===== src/rtl/mem_boot_arbiter.sv =====
// mem_boot_arbiter: owns the single memory port and sequences the boot.
// While in HOLD an external loader fills memory with the core held in reset.
// On start, the port stays idle for a few cycles and then the core takes over.
// A halt returns the arbiter to load mode.
// Optional feature macro MEM_WP_EN: in RUN, core writes at or above PROG_BASE
// are dropped and latched in the sticky wp_fault flag.
module mem_boot_arbiter #(
  parameter int                    ADDR_WIDTH     = 16,
  parameter int                    DATA_WIDTH     = 8,
  parameter logic [ADDR_WIDTH-1:0] PROG_BASE      = 'h0600,
  parameter int                    RELEASE_CYCLES = 2
) (
  input  logic                  clk,
  input  logic                  reset_n,
  input  logic                  start,
  input  logic                  halt,
  input  logic                  ext_req,
  input  logic                  ext_we,
  input  logic [ADDR_WIDTH-1:0] ext_addr,
  input  logic [DATA_WIDTH-1:0] ext_din,
  output logic                  ext_ack,
  output logic                  ext_rvalid,
  output logic [DATA_WIDTH-1:0] ext_rdata,
  input  logic [ADDR_WIDTH-1:0] core_addr,
  input  logic [DATA_WIDTH-1:0] core_din,
  input  logic                  core_we,
  output logic                  core_reset_n,
  output logic [ADDR_WIDTH-1:0] mem_addr,
  output logic [DATA_WIDTH-1:0] mem_din,
  output logic                  mem_we,
  input  logic [DATA_WIDTH-1:0] mem_dout,
  output logic                  running,
  output logic [15:0]           load_count,
  output logic                  wp_fault
);

  // A release length of 0 behaves like 1: the port is always idle for at
  // least one cycle before the core gets it.
  localparam int RELEASE_N = (RELEASE_CYCLES < 1) ? 1 : RELEASE_CYCLES;
  localparam int CNT_W     = (RELEASE_N > 1) ? $clog2(RELEASE_N) : 1;
  localparam logic [CNT_W-1:0] REL_LAST = CNT_W'(RELEASE_N - 1);

  typedef enum logic [1:0] {
    S_HOLD    = 2'd0,
    S_RELEASE = 2'd1,
    S_RUN     = 2'd2
  } state_t;

  state_t           state, state_next;
  logic [CNT_W-1:0] rel_cnt;
  logic             ext_rd_acc;
  logic             ext_wr_acc;
  logic             wp_hit;

  // Next-state logic: halt has priority over start in every state.
  always_comb begin
    // NOTE: every signal driven here gets a default first, so no path
    // through the block can leave it unassigned and infer a latch.
    state_next = state;
    unique case (state)
      S_HOLD: begin
        // A loader access in the same cycle as start wins; start is dropped.
        if (!halt && start && !ext_req) state_next = S_RELEASE;
      end
      S_RELEASE: begin
        if (halt)                    state_next = S_HOLD;
        else if (rel_cnt == REL_LAST) state_next = S_RUN;
      end
      S_RUN: begin
        if (halt) state_next = S_HOLD;
      end
      default: state_next = S_HOLD;
    endcase
  end

  // Memory port mux: loader in HOLD, nothing in RELEASE, core in RUN.
  always_comb begin
    mem_addr   = '0;
    mem_din    = '0;
    mem_we     = 1'b0;
    ext_ack    = 1'b0;
    ext_rd_acc = 1'b0;
    ext_wr_acc = 1'b0;
    wp_hit     = 1'b0;
    unique case (state)
      S_HOLD: begin
        ext_ack    = ext_req;
        ext_rd_acc = ext_req & ~ext_we;
        ext_wr_acc = ext_req & ext_we;
        mem_addr   = ext_addr;
        mem_din    = ext_din;
        mem_we     = ext_req & ext_we;
      end
      S_RUN: begin
        mem_addr = core_addr;
        mem_din  = core_din;
`ifdef MEM_WP_EN
        wp_hit   = core_we && (core_addr >= PROG_BASE);
`endif
        mem_we   = core_we & ~wp_hit;
      end
      default: ;
    endcase
  end

  // State register and release-delay counter.
  always_ff @(posedge clk or negedge reset_n) begin
    // NOTE: state is updated with non-blocking assignments so every register
    // samples the pre-edge values, independent of statement order.
    if (!reset_n) begin
      state   <= S_HOLD;
      rel_cnt <= '0;
    end else begin
      state   <= state_next;
      rel_cnt <= (state == S_RELEASE) ? rel_cnt + 1'b1 : '0;
    end
  end

  // Core-side status: registered so they change exactly on RUN entry/exit.
  always_ff @(posedge clk or negedge reset_n) begin
    if (!reset_n) begin
      core_reset_n <= 1'b0;
      running      <= 1'b0;
    end else begin
      core_reset_n <= (state_next == S_RUN);
      running      <= (state_next == S_RUN);
    end
  end

  // Loader read return: valid follows the accepted read by one cycle, data is
  // captured from memory at the end of that valid cycle and held.
  always_ff @(posedge clk or negedge reset_n) begin
    if (!reset_n) begin
      ext_rvalid <= 1'b0;
      ext_rdata  <= '0;
    end else begin
      ext_rvalid <= ext_rd_acc;
      if (ext_rvalid) ext_rdata <= mem_dout;
    end
  end

  // Saturating count of accepted loader writes; retained across RUN.
  always_ff @(posedge clk or negedge reset_n) begin
    if (!reset_n) begin
      load_count <= '0;
    end else if (ext_wr_acc && (load_count != 16'hFFFF)) begin
      load_count <= load_count + 16'd1;
    end
  end

`ifdef MEM_WP_EN
  // Sticky write-protect flag, cleared when the arbiter re-enters HOLD.
  always_ff @(posedge clk or negedge reset_n) begin
    if (!reset_n) begin
      wp_fault <= 1'b0;
    end else if (state_next == S_HOLD && state != S_HOLD) begin
      wp_fault <= 1'b0;
    end else if (wp_hit) begin
      wp_fault <= 1'b1;
    end
  end
`else
  assign wp_fault = 1'b0;
  // Keeps PROG_BASE referenced when protection is compiled out.
  logic unused_wp;
  assign unused_wp = (core_addr >= PROG_BASE) | wp_hit;
`endif

endmodule


===== config.mk =====
export PLATFORM = sky130hd
export DESIGN_NAME = mem_boot_arbiter
export DESIGN_NICKNAME = d
export VERILOG_FILES = /design/src/rtl/mem_boot_arbiter.sv
export SDC_FILE = /design/constraint.sdc
export NUM_CORES = 1
export LEC_CHECK = 0
export ABC_AREA = 1
export ABC_CLOCK_PERIOD_IN_PS = 1600
export CAP_MARGIN = 25
export CORE_MARGIN = 2
export CORE_UTILIZATION = 25
export DETAILED_ROUTE_END_ITERATION = 12
export PLACE_DENSITY = 0.62
export RECOVER_POWER = 25
export SLEW_MARGIN = 20
export SYNTH_ARGS = -nofsm -noshare
export SYNTH_HDL_FRONTEND = slang
export SYNTH_SLANG_ARGS = --single-unit

===== constraint.sdc =====
create_clock -name clk -period 1.6 [get_ports clk]
set_clock_uncertainty 0.1 [all_clocks]
set_input_delay 0.4 -clock clk [delete_from_list [all_inputs] [get_ports clk]]
set_output_delay 0.4 -clock clk [all_outputs]
set_load 0.01 [all_outputs]

==> flow_metrics.py <==
metrics = {
    "status": {
        "status": "finished with violations",
        "violations": "setup timing",
    },
    "floorplan": {
        "coreArea_um2": 7610,
        "dieArea_um2": 8460,
        "start_util_pct": 25.4,
        "die_w_um": 92.0,
        "ios": 117,
        "rows": 32,
        "die_y_um": 92.0,
    },
    "synth": {
        "synth_top_family_by_area": "simple AND/OR/NAND/NOR gates",
        "synth_compound_area_share_pct": 2.07,
        "ys.flop_type": "dfrtp_1",
        "postSynthCellCount": 281,
        "synth-seq-cells": 29,
        "synthAdderAreaFrac_pct": 0.647,
        "syn_area_per_cell_um2": 6.88,
        "synth_enable_flop_cells": 0,
        "yosys_warnings": 0,
        "syn_nets": 345,
        "synth.top_cell.area_share_pct": 37.5,
        "synth_xor_area_share_pct": 2.26,
        "netlist_area_um2": 1930,
        "yosysSeqAreaShare_pct": 37.5,
        "muxShareOfSynthArea_pct": 4.66,
        "synth_simple_gate_area_share_pct": 44.6,
        "synthTopCellsByArea": "dfrtp_1 38%, nand2_1 23%, nand3_1 8.8%",
        "async_flop_share_pct": 100,
        "ys_types": 29,
        "synth.largest_area_cell": "dfrtp_1",
    },
    "sta": {
        "slew_viol_final": 0,
        "hold_violations": 0,
        "slew_headroom_pct": 50.4,
        "max_clock_freq_mhz": 527,
        "period_share_pct": 119,
        "worst_slack_ns": -0.297,
        "setup_viol": 42,
        "rsz0062_at_grt": "yes",
        "worst_pin_slew_ns": 0.744,
        "min_period_ns": 1.90,
    },
    "place": {
        "hpwl_um": 4550,
        "gp_congestion": 0.763,
        "place_inst": 507,
        "io_buffers": 115,
    },
    "worst_setup_path": {
        "worstPathArrival_ns": 1.40,
        "crit_fanout": 7,
        "critPathKind": "flip-flop to output port",
        "cp.required_ns": 1.10,
        "crit_path_start_kind": "flip-flop",
        "cp-end-kind": "output port",
    },
    "flow_run": {
        "cap_violations": 0,
    },
    "cts": {
        "cts_tree": "built",
        "numCtsBuffers": 5,
        "cts_max_level": 2,
        "cts-root-buf": "clkbuf_8",
        "clock_sinks": 29,
        "clkTransAtPathRegs_ns": 0.06,
        "ctsLongestPathBuffers": 2,
        "clock_latency_ns": 0.28,
    },
    "detailed_routing": {
        "wl_per_cell_um": 11.9,
        "firstDrtPassIters": 4,
        "dr_total_vias": 2375,
        "vias_per_cell": 4.42,
        "wl_um": 6410,
        "drt.antenna.violating_nets": 0,
        "drc_errors": 0,
        "drt_iter0_drc": 59,
    },
    "global_route": {
        "track_usage_pct": 14.8,
        "grt-ovfl-total": 0,
        "antenna_found_initial": 0,
        "grt_first_pass_wirelength_um": 10200,
        "grt_max_degree": 30,
        "grt_pass1_vias": 2323,
    },
    "pwr": {
        "vdd_ir_drop_max_mv": 0.380,
        "p_leak_nw": 1.80,
        "finalPower_mw": 2.68,
        "power_density_nw_per_um2": 732,
    },
    "final_layout": {
        "antennaDiodeCount": 0,
        "area_growth_pct": 89.3,
        "fill_cells": 757,
        "regArea_um2": 727,
        "multi_input_area_um2": 1200,
        "nets": 498,
        "final_common_cell": "nand2_1",
        "drive_gt1_share_pct": 32.4,
        "final_cells": 537,
        "most-common-layout-cells": "90 x nand2_1, 61 x clkdlybuf4s50_1, 31 x nand2_2, 31 x nand3_1, 28 x dfrtp_1",
    },
    "min_path": {
        "min_path_type": "flip-flop to flip-flop",
    },
}
-- routing by layer --
layer	GRT usage [%]	up-vias	routed length (um)
li1	-	1190	-
met1	16.9	1094	2540
met2	26.5	81	3290
met3	5.01	10	458
met4	3.86	0	112
met5	0	-	0
-- critical path, stage by stage (launching register included) --
cell and delay [ns]:
dfrtp_1 0.42, nor2_4 0.20, buf_6 0.13, buf_8 0.12, nand3_4 0.07, nand2_1 0.06, buf_2 0.12
-- worst paths after layout --
kind | endpoint | slack [ns] | depth (start not counted) | from
max in group asynchronous | load_count[3]$_DFFE_PN0P_ | 0.25 | 2 | reset_n
min in group asynchronous | load_count[5]$_DFFE_PN0P_ | 0.61 | 2 | reset_n
setup reg to reg | load_count[7]$_DFFE_PN0P_ | -0.24 | 9 | state[0]$_DFF_PN0_
hold / removal | rel_cnt$_DFF_PN0_ | 0.38 | 1 | rel_cnt$_DFF_PN0_
setup / recovery | mem_we | -0.30 | 6 | state[0]$_DFF_PN0_
hold reg to reg | rel_cnt$_DFF_PN0_ | 0.38 | 1 | rel_cnt$_DFF_PN0_
-- cells in the mapped netlist (all sizes together) (2+ instances only) --
library cell  count
a21oi             2
buf               7
clkbuf            5
dfrtp            29
inv              23
mux2              8
nand2           124
nand3            36
nand4             6
nor2             26
nor3              2
o21ai             4
xnor2             2
xor2              3
-- final cells by class --
| cell class | instances | share of cell area [%] |
|---|---|---|
| timing repair buffer | 157 | 39.1 |
| sequential | 29 | 19.8 |
| inverter | 23 | 2.56 |
| multi-input combinational | 218 | 32.7 |
| clock inverter | 3 | 0.478 |
| tap | 102 | 3.48 |
| clock buffer | 5 | 1.88 |
-- metrics by stage --
stage	util (%)	area [um2]	setup WS [ns]	TNS (ns)	hold slack, ns
final	48.1	3660	-0.297	-8.58	0.380
after floorplan	-	1930	0.0400	0	0.00441
after detailed placement	44.0	3350	-0.549	-14.57	0.337
after CTS	46.1	3510	-0.310	-6.89	0.346
after global routing	48.1	3660	-0.381	-12.16	0.397
after global placement	44.0	3350	-0.552	-14.37	0.332
-- kinds of logic after synthesis --
group,count (synthesis)
fa+ha+maj,1
simple gates,195
buf+inv,35
xor+xnor,5
mux,8
compound gates,7
other cells,1
flops,29
-- power breakdown --
group          leakage [nW]  total, mW  internal, mW  switching (mW)
registers             0.370      0.920         0.846          0.0730
logic                  1.39       1.16         0.623           0.541
clock network        0.0439      0.599         0.300           0.299
-- sequential cells by signal, summed over array words and instances, names as in the netlist --
register	cells
ext_rdata	8
load_count	16
rel_cnt	1
state	2
ext_rvalid	1
running	1
-- timing repair --
item	CTS	global route
gates cloned	1	2
endpoints found under the setup margin	53	42
setup buffers	18	4
resized for setup	155	52
pin swaps	3	10
hold buffers	0	0
(Power assumes the default switching activity.)
